### src/rtl/fila_serial_tx.sv
// Drains the FILA byte queue one entry at a time and sends each byte as an
// 8N1 frame on tx_out, with optional idle-high gap bits between frames.
module fila_serial_tx #(
  parameter int CLKS_PER_BIT = 10,
  parameter int DEQ_TIMEOUT  = 4,
  parameter int GAP_BITS     = 1
) (
  input  logic       clock_10KHz,
  input  logic       reset,
  input  logic       enable_in,
  input  logic [3:0] len_in,
  input  logic [7:0] data_in,
  output logic       dequeue_out,
  output logic       tx_out,
  output logic       busy_out,
  output logic [7:0] sent_count_out,
  output logic       timeout_out
);

  // One counter times both bit periods and the inter-frame gap, so it is sized for the longer.
  localparam int GAP_CYCLES = CLKS_PER_BIT * ((GAP_BITS > 0) ? GAP_BITS : 1);
  localparam int CNT_W      = (GAP_CYCLES > 1) ? $clog2(GAP_CYCLES) : 1;
  localparam int WAIT_W     = $clog2(DEQ_TIMEOUT);

  localparam logic [CNT_W-1:0]  BIT_LAST  = CNT_W'(CLKS_PER_BIT - 1);
  localparam logic [CNT_W-1:0]  GAP_LAST  = CNT_W'(GAP_CYCLES - 1);
  localparam logic [WAIT_W-1:0] WAIT_LAST = WAIT_W'(DEQ_TIMEOUT - 1);

  typedef enum logic [2:0] {
    IDLE,
    REQ,
    WAIT_DATA,
    START,
    DATA,
    STOP,
    GAP
  } state_t;

  state_t            state;
  logic [3:0]        len_snap;
  logic [7:0]        shift_reg;
  logic [CNT_W-1:0]  bit_cnt;
  logic [2:0]        bit_idx;
  logic [WAIT_W-1:0] wait_cnt;

  // Outputs are updated on the transition into each state, so tx_out, busy_out and
  // dequeue_out always line up with the state the FSM is currently in.
  always_ff @(posedge clock_10KHz or negedge reset) begin
    if (!reset) begin
      state          <= IDLE;
      len_snap       <= '0;
      shift_reg      <= '0;
      bit_cnt        <= '0;
      bit_idx        <= '0;
      wait_cnt       <= '0;
      dequeue_out    <= 1'b0;
      tx_out         <= 1'b1;
      busy_out       <= 1'b0;
      sent_count_out <= '0;
      timeout_out    <= 1'b0;
    end else begin
      dequeue_out <= 1'b0;
      timeout_out <= 1'b0;
      case (state)
        IDLE: begin
          tx_out <= 1'b1;
          if (enable_in && (len_in != 4'd0)) begin
            state       <= REQ;
            len_snap    <= len_in;
            dequeue_out <= 1'b1;
            busy_out    <= 1'b1;
          end
        end

        REQ: begin
          state    <= WAIT_DATA;
          wait_cnt <= '0;
        end

        // A drop in occupancy is the only proof the dequeue was taken; data_in is valid then.
        WAIT_DATA: begin
          if (len_in < len_snap) begin
            shift_reg <= data_in;
            state     <= START;
            tx_out    <= 1'b0;
            bit_cnt   <= '0;
          end else if (wait_cnt == WAIT_LAST) begin
            state       <= IDLE;
            busy_out    <= 1'b0;
            timeout_out <= 1'b1;
          end else begin
            wait_cnt <= wait_cnt + 1'b1;
          end
        end

        START: begin
          if (bit_cnt == BIT_LAST) begin
            state     <= DATA;
            bit_cnt   <= '0;
            bit_idx   <= '0;
            tx_out    <= shift_reg[0];
            shift_reg <= {1'b0, shift_reg[7:1]};
          end else begin
            bit_cnt <= bit_cnt + 1'b1;
          end
        end

        DATA: begin
          if (bit_cnt == BIT_LAST) begin
            bit_cnt <= '0;
            if (bit_idx == 3'd7) begin
              state  <= STOP;
              tx_out <= 1'b1;
            end else begin
              bit_idx   <= bit_idx + 1'b1;
              tx_out    <= shift_reg[0];
              shift_reg <= {1'b0, shift_reg[7:1]};
            end
          end else begin
            bit_cnt <= bit_cnt + 1'b1;
          end
        end

        STOP: begin
          if (bit_cnt == BIT_LAST) begin
            bit_cnt        <= '0;
            sent_count_out <= sent_count_out + 8'd1;
            if (GAP_BITS == 0) begin
              state    <= IDLE;
              busy_out <= 1'b0;
            end else begin
              state <= GAP;
            end
          end else begin
            bit_cnt <= bit_cnt + 1'b1;
          end
        end

        GAP: begin
          if (bit_cnt == GAP_LAST) begin
            bit_cnt  <= '0;
            state    <= IDLE;
            busy_out <= 1'b0;
          end else begin
            bit_cnt <= bit_cnt + 1'b1;
          end
        end

        default: begin
          state    <= IDLE;
          tx_out   <= 1'b1;
          busy_out <= 1'b0;
        end
      endcase
    end
  end

endmodule
### config.mk
export PLATFORM = sky130hd
export DESIGN_NAME = fila_serial_tx
export DESIGN_NICKNAME = d
export VERILOG_FILES = /design/src/rtl/fila_serial_tx.sv
export SDC_FILE = /design/constraint.sdc
export NUM_CORES = 1
export LEC_CHECK = 0
export BUFFER_PORTS_ARGS = -buffer_cell sky130_fd_sc_hd__buf_2
export CORE_UTILIZATION = 57
export DETAILED_ROUTE_END_ITERATION = 10
export GPL_ROUTABILITY_DRIVEN = 0
export PLACE_DENSITY = 0.79
export SLEW_MARGIN = 20
export SYNTH_ARGS = -nofsm -noshare
export SYNTH_HDL_FRONTEND = slang
export SYNTH_SLANG_ARGS = --single-unit
### constraint.sdc
create_clock -name clock_10KHz -period 2.15 [get_ports clock_10KHz]
set_input_delay 0 -clock clock_10KHz [delete_from_list [all_inputs] [get_ports clock_10KHz]]
set_output_delay 0 -clock clock_10KHz [all_outputs]
set_load 0.01 [all_outputs]
Word level (Yosys, flattened, before mapping) --
Cells that the tools add are included.
Word-level totals: register bits after elaboration 36, bits of input ports 15, word-level logic and storage cells 96
Cells by class: add/sub/neg operators 4, order comparisons 1, equality and inequality tests 21, muxes and demuxes 38, bitwise operators 2, reduce and logical (&&, ||, !) cells 19
Operator list (number):
- 2-to-1 mux 8 bit | 4
- 2-to-1 mux 3 bit | 10
- one-hot mux 8 bit (3 select lines) | 1
- != test 2 bit (second input constant) | 11
- one-hot mux 3 bit (7 select lines) | 1
- 2-to-1 mux 1 bit | 13
- == test 3 bit (second input constant) | 4
- AND reduction 5 bit | 2
- adder 8 x 1 -> 8 bit (second input constant) | 1
- 2-to-1 mux 4 bit | 2
- one-hot mux 1 bit (4 select lines) | 2
- one-hot mux 4 bit (2 select lines) | 1
- AND reduction 4 bit | 2
- OR reduction 4 bit | 2
- AND reduction 7 bit | 1
- == test 3 x 2 -> 1 bit (second input constant) | 2
- one-hot mux 3 bit (2 select lines) | 1
- AND reduction 2 bit | 3
- nonzero test 2 bit | 3
- adder 4 x 1 -> 4 bit (second input constant) | 1
- == test 4 bit (second input constant) | 1
- < comparator 4 bit | 1
- 2-to-1 mux 2 bit | 2
- one-hot mux 2 bit (2 select lines) | 1
- 12 further kinds | 13

Depth between registers and ports, before layout --
Gate-level depths: netlist of the first run.
word-level depth 4, depth in mapped cells 8, gate-level depth less buffers 7

Least setup slack after synthesis of the first run --
Ideal clock, no wire load.
kind register to register, from register len_snap[2], to register shift_reg[0], arrival time 1704 ps, path slack 322 ps, stages on the path, launching flop included 8, buffers on the path 0, period minus slack after synthesis 1828 ps, cells stage by stage dfrtp_1 inv_1 ha_1 o21a_1 nor2_1 a21oi_2 o31ai_4 mux2_2
On the way: cells in the longest elaborated chain, start to end 3
Ends and longest elaborated chain:
- start: declaration | line 40 | logic [3:0] len_snap;
- start signal: assignment | line 69 | len_snap <= len_in;
- < comparator 4 bit | line 82 | if (len_in < len_snap) begin
- != test 2 bit (no line)
- AND reduction 5 bit (no line)
- end signal: assignment | line 83 | shift_reg <= data_in;
- end signal: assignment | line 102 | shift_reg <= {1'b0, shift_reg[7:1]};
- end signal: assignment | line 117 | shift_reg <= {1'b0, shift_reg[7:1]};
- end: declaration | line 41 | logic [7:0] shift_reg;
Every way passes these cells. A chain may end at the register's enable or synchronous reset.

Worst setup path in the final report of the first run --
from register len_snap[2], to register shift_reg[6]
The elaborated chain is that of the path after synthesis.

==> results.yml, run 1 <==
drt:
  viasPerCell: 5.69
  drt_iter0_markers: 52
  postRouteAntennaNets: 0
  dr.pass1.iters: 4
  avgRoutedWirePerCell_um: 14.7
  finalWirelength_um: 4000
  drc_errors: 0
  vias: 1549
pwr:
  power_density_nw_per_um2: 1200
  ir_worst_vdd_v: 0.000667
  power_frac_comb_pct: 46.5
  intPower_w: 0.00182
  p_seq_share_pct: 37.1
  switching_share_pct: 36.9
  p_switching_w: 0.00106
  clkPwrFrac_pct: 16.4
  p_leak_nw: 1.12
clocking:
  worstSkewPairLatency_ns: 0.34
  clkSinkCount: 36
  clockBufferDepth: 2
  cts_inserted_buffers: 5
  cts_resized: 0
  htree_levels: 2
  clockRootBuffer: "clkbuf_4"
  clk_pin_slew_ns: 0.11
  cts_tree: "yes"
timing:
  worstMarginPinSlew_ns: 0.793
  setup-violations-final: 0
  drv_slew: 0
  fin_ws_ns: 0.110
  clock_skew_ns: 0.00676
  fmax_mhz: 490
  whs_ns: 0.0148
  finalHoldViolCount: 0
  finalCriticalPeriod_ns: 2.04
  post-route-period-util_pct: 94.9
  relSlewSlack_pct: 47.1
  setup-tns-final_ns: 0
layout:
  drive_above_1_share_pct: 34.1
  diodes: 0
  final_util_pct: 70.8
  regArea_um2: 902
  multiInputGateArea_um2: 1060
  nets: 249
  areaGrowthSynthToFinish_pct: 17.8
  num-fill-cells: 227
yosys:
  syn_inst: 185
  synth_area_leaders: "dfrtp_1 (43%), mux2_2 (12%), ha_1 (5.5%), xnor2_1 (3.0%), o21ai_0 (2.5%)"
  mappedNetlistNets: 209
  yosysMostFrequentCell: "dfrtp_1"
  synthFlopType: "dfrtp_1"
  synthDistinctLibCells: 55
  synth_edf_count: 0
  yosys-top-cells-count: "dfrtp_1 (35), mux2_2 (21), nor2_1 (10), o21ai_0 (10)"
  synth_top_area_share_pct: 43.0
  avgSynthCellArea_um2: 11.0
  async_flop_share_pct: 100
  synth_top_area_cell: "dfrtp_1"
  netlist_area_um2: 2040
  ys_ff_latch: 36
  yosysSeqAreaShare_pct: 44.3
  ys.warnings.count: 0
global_route:
  met1_usage_pct: 25.9
  gr-total-overflow: 0
  grt_use_met3_pct: 6.00
  grt_pass1_vias: 1506
  use_met2_pct: 42.2
  grt_max_degree: 37
  antenna_found_initial: 0
  track_usage_pct: 23.2
  grt_pass1_wl_um: 6370
  top_usage_layer: "met2"
setup_path:
  crit_arrival_ns: 2.27
  critPathMaxStageDelay_ns: 0.36
  startpoint: "len_snap[2]"
  crit_path_end_kind: "flop"
  cp_max_fo: 8
  critPathKind: "reg -> reg"
  required_ns: 2.38
  r2r-start: "len_snap[2]"
  cp-start-kind: "flop"
  path_cells: "inv_1 > ha_1 > o21a_1 > nor2_1 > a21oi_2 > o31ai_4 > buf_12 > mux2_2"
  critPathSlowestCell: "dfrtp_1"
worst_hold_path:
  min_from: "data_in[0]"
  hp-class: "in -> reg"
placed_design:
  pre_cts_slack_ns: 0.132
  numPortBuffers: 26
  place.detailed.hpwl_um: 2950
floorplan:
  num_rows: 21
  core-area_um2: 3390
  top_level_ports: 27
  dieArea_um2: 3820
  initial_core_util_pct: 60.1
  die_height_um: 61.8
  die_w_um: 61.8
status:
  status: "finished, final reports clean"
run:
  cap_violations: 0
## cells in the final DEF, fill, tap and decap left out, drive strengths merged, types with 2 or more instances in the layout
master / n
dfrtp: 35
buf: 34
mux2: 21
nor2: 11
o21ai: 11
nand2: 10
inv: 9
ha: 9
a21oi: 9
xnor2: 7
dlygate4sd3: 7
nand3: 6
nor3: 6
clkbuf: 6
o2bb2ai: 3
nor4: 3
xor2: 2
nor2b: 2
a32o: 2
o22ai: 2
nand4: 2
nand2b: 2
a21o: 2
a31oi: 2
## area by class of cell
class	count	area share (%)
Multi-Input combinational cell	132	44.0
Sequential cell	36	37.6
Timing Repair Buffer	41	11.4
Tap cell	46	2.40
Clock buffer	6	1.72
Clock inverter	2	1.46
Inverter	9	1.41
## final timing paths
| check | endpoint | slack, ns | cells past startpoint |
|---|---|---|---|
| worst max-delay path | shift_reg[6] | 0.11 | 8 |
| worst min-delay path | shift_reg[0] | 0.01 | 3 |
| worst max register to register | shift_reg[6] | 0.11 | 8 |
| worst min register to register | sent_count_out[7] | 0.48 | 1 |
| max in group asynchronous | sent_count_out[4] | 1.38 | 2 |
| min in group asynchronous | len_snap[2] | 0.27 | 2 |
## cell families (layout without fill, tap and decap cells)
group / after synthesis / after routing / synth area share, %
AND/OR/NAND/NOR: 49 / 49 / 14.7
adder cells (fa/ha/maj): 9 / 9 / 5.53
flip-flops: 36 / 36 / 44.3
XOR/XNOR: 9 / 9 / 3.87
buffers and inverters: 17 / 58 / 3.87
multiplexers: 22 / 22 / 12.1
AO/OA/AOI/OAI: 43 / 43 / 15.6
## power by group through the flow
| stage | Clock [W] | Combinational, W | Sequential, W |
|---|---|---|---|
| finish | 0.000471 | 0.00134 | 0.00107 |
| global route | 0.000510 | 0.00147 | 0.00109 |
| CTS | 0.000482 | 0.00129 | 0.00107 |
| detailed placement | 0 | 0.00128 | 0.00108 |
| global placement | 0 | 0.00120 | 0.00106 |
| floorplan | 0 | 0.00103 | 0.00102 |
## metal layers
layer  vias to the layer above  part of all wire [%]
met3                         8                   2.9
met5                         -                     0
li1                        755                     -
met2                        32                    52
met1                       754                    44
met4                         0                   1.6
## per-stage QoR
step | instance area (um^2) | total power (W) | std cells
after floorplan | 2040 | 0.00205 | 185
after global placement | 2230 | 0.00226 | 256
after detailed placement | 2230 | 0.00236 | 256
after CTS | 2380 | 0.00284 | 271
after global routing | 2400 | 0.00307 | 272
final | 2400 | 0.00288 | 272
## worst max-delay path, delay by kind of cell, from the launching register on
family | cells | cell delay [ns]
AOI/OAI and AO/OA | 3 | 0.58
buffers and inverters | 2 | 0.21
DFF | 1 | 0.36
adders and majority gates | 1 | 0.29
muxes | 1 | 0.33
and+or+nand+nor | 1 | 0.15
## timing repair
item,in CTS,in global routing
hold endpoints to repair,41,0
hold buffers,7,0
endpoints found under the setup margin,0,7
buffers inserted,0,1
(Power assumes the default switching activity.)
==> inputs of run 2 (changes only) <==
- CORE_UTILIZATION: 57 -> 50
- PLACE_DENSITY: 0.79 -> 0.71
- RECOVER_POWER: default -> 100
==> run 2 against run 1 <==
Net effect: highest routed layer unchanged; die area rose by 14%; register-to-register slack improved by 0.05 ns; utilization shrank 7.7 points; global-route usage shrank 1.5 points; largest power group unchanged; largest cell class unchanged.
==> results.yml, run 2 (same netlist as run 1, synthesis figures left out) <==
layout:
  diodes: 0
  multiInputGateArea_um2: 1060
  areaGrowthSynthToFinish_pct: 16.8
  design_area_um2: 2380
  regArea_um2: 902
  final_common_cell: "dfrtp_1"
  drive_above_1_share_pct: 27.6
  nets: 248
  final_cell_mix: "dfrtp_1 (35), mux2_2 (21), clkbuf_1 (15)"
  num-fill-cells: 315
timing:
  finalHoldViolCount: 0
  setup-violations-final: 0
  drv_slew: 0
  relSlewSlack_pct: 41.9
  rsz0062_at_grt: "false"
  post-route-period-util_pct: 93.3
  clock_skew_ns: 0.00636
  worstMarginPinSlew_ns: 0.871
  setup-tns-final_ns: 0
  finalCriticalPeriod_ns: 2.00
  fmax_mhz: 499
setup_path:
  critPathSlowestCell: "dlygate4sd3_1"
  startpoint: "len_in[2]"
  cp-start-kind: "input pin"
  cp_max_fo: 8
  r2r_slack_ns: 0.16
  path_cells: "dlygate4sd3_1 > clkbuf_1 > ha_1 > o21a_1 > nor2_1 > a21oi_2 > o31ai_4 > mux2_2"
  required_ns: 2.32
  crit_path_end_kind: "flop"
  critPathKind: "in -> reg"
  critPathMaxStageDelay_ns: 0.53
  crit_arrival_ns: 2.17
  r2r-start: "len_snap[2]"
floorplan:
  die_w_um: 65.8
  top_level_ports: 27
  die_height_um: 65.8
  dieArea_um2: 4330
  core-area_um2: 3770
  num_rows: 22
  initial_core_util_pct: 54.0
clocking:
  clkSinkCount: 36
  htree_levels: 2
  clockRootBuffer: "clkbuf_8"
  cts_tree: "yes"
  worstSkewPairLatency_ns: 0.29
  post-cts-setup-buffers: 0
  cts_inserted_buffers: 5
  cts_hold_buf: 6
  cts_resized: 0
  clk_pin_slew_ns: 0.07
  clockBufferDepth: 2
global_route:
  grt_pass1_wl_um: 7020
  use_met2_pct: 37.1
  met1_usage_pct: 26.4
  top_usage_layer: "met2"
  gr-total-overflow: 0
  antenna_found_initial: 0
  grt_max_degree: 37
  grt_use_met3_pct: 5.17
  grt_pass1_vias: 1547
  track_usage_pct: 21.7
drt:
  viasPerCell: 5.53
  drt_iter0_markers: 46
  avgRoutedWirePerCell_um: 14.8
  postRouteAntennaNets: 0
  finalWirelength_um: 4050
  dr.pass1.iters: 4
  vias: 1510
  drc_errors: 0
run:
  cap_violations: 0
placed_design:
  placed_area_um2: 2240
  place.detailed.hpwl_um: 3060
  numPortBuffers: 26
worst_hold_path:
  hp-class: "in -> reg"
  min_from: "enable_in"
pwr:
  ir_worst_vdd_v: 0.000572
  p_leak_nw: 1.07
  power_density_nw_per_um2: 1200
status:
  status: "finished, final reports clean"
run 2: changes by cell type in the layout (fill, tap and decap cells not counted), sizes merged:
cell	change
buf	-15
bufinv	-1
clkbuf	+17
clkinv	-1
dlygate4sd3	-1
run 2: power by group:
part	switching, W	internal [W]
Clock	0.000227	0.000292
Sequential	0.000176	0.000895
Combinational	0.000640	0.000618
run 2: worst paths after layout:
check                                    endpoint  depth (start not counted)
worst min-delay path                  dequeue_out                          3
worst max register to register       shift_reg[4]                          7
worst max-delay path                 shift_reg[4]                          8
worst min register to register  sent_count_out[7]                          1
max in group asynchronous              bit_cnt[0]                          2
min in group asynchronous              bit_idx[0]                          2
run 2: per-layer routing:
| layer | wire, um | vias to the layer above |
|---|---|---|
| met5 | 0 | - |
| met1 | 1880 | 716 |
| met4 | 53 | 0 |
| met3 | 138 | 7 |
| met2 | 1970 | 33 |
| li1 | - | 754 |
run 2: through the flow:
| stage | util [%] | hold slack [ns] | setup WS, ns | total power (W) | std cells |
|---|---|---|---|---|---|
| after global routing | 63.1 | 0.0710 | 0.0217 | 0.00306 | 273 |
| after floorplan | - | -0.296 | 0.322 | 0.00205 | 185 |
| final | 63.1 | 0.0598 | 0.145 | 0.00285 | 273 |
| after CTS | 63.7 | 0.0531 | 0.136 | 0.00290 | 273 |
| after detailed placement | 59.5 | 0.130 | 0.160 | 0.00236 | 259 |
| after global placement | 59.5 | 0.118 | 0.217 | 0.00226 | 259 |
run 2: worst max-delay path, delay by kind of cell:
kind	cells	cell delay, ns
buf+inv	2	0.65
simple gates	1	0.15
fa+ha+maj	1	0.31
mux	1	0.39
compound gates	3	0.67
run 2: cell type report:
cell class	instances	share of cell area [%]
Tap cell	48	2.52
Inverter	9	1.42
Timing Repair Buffer	40	9.57
Clock buffer	8	4.21
Multi-Input combinational cell	132	44.4
Sequential cell	36	37.9
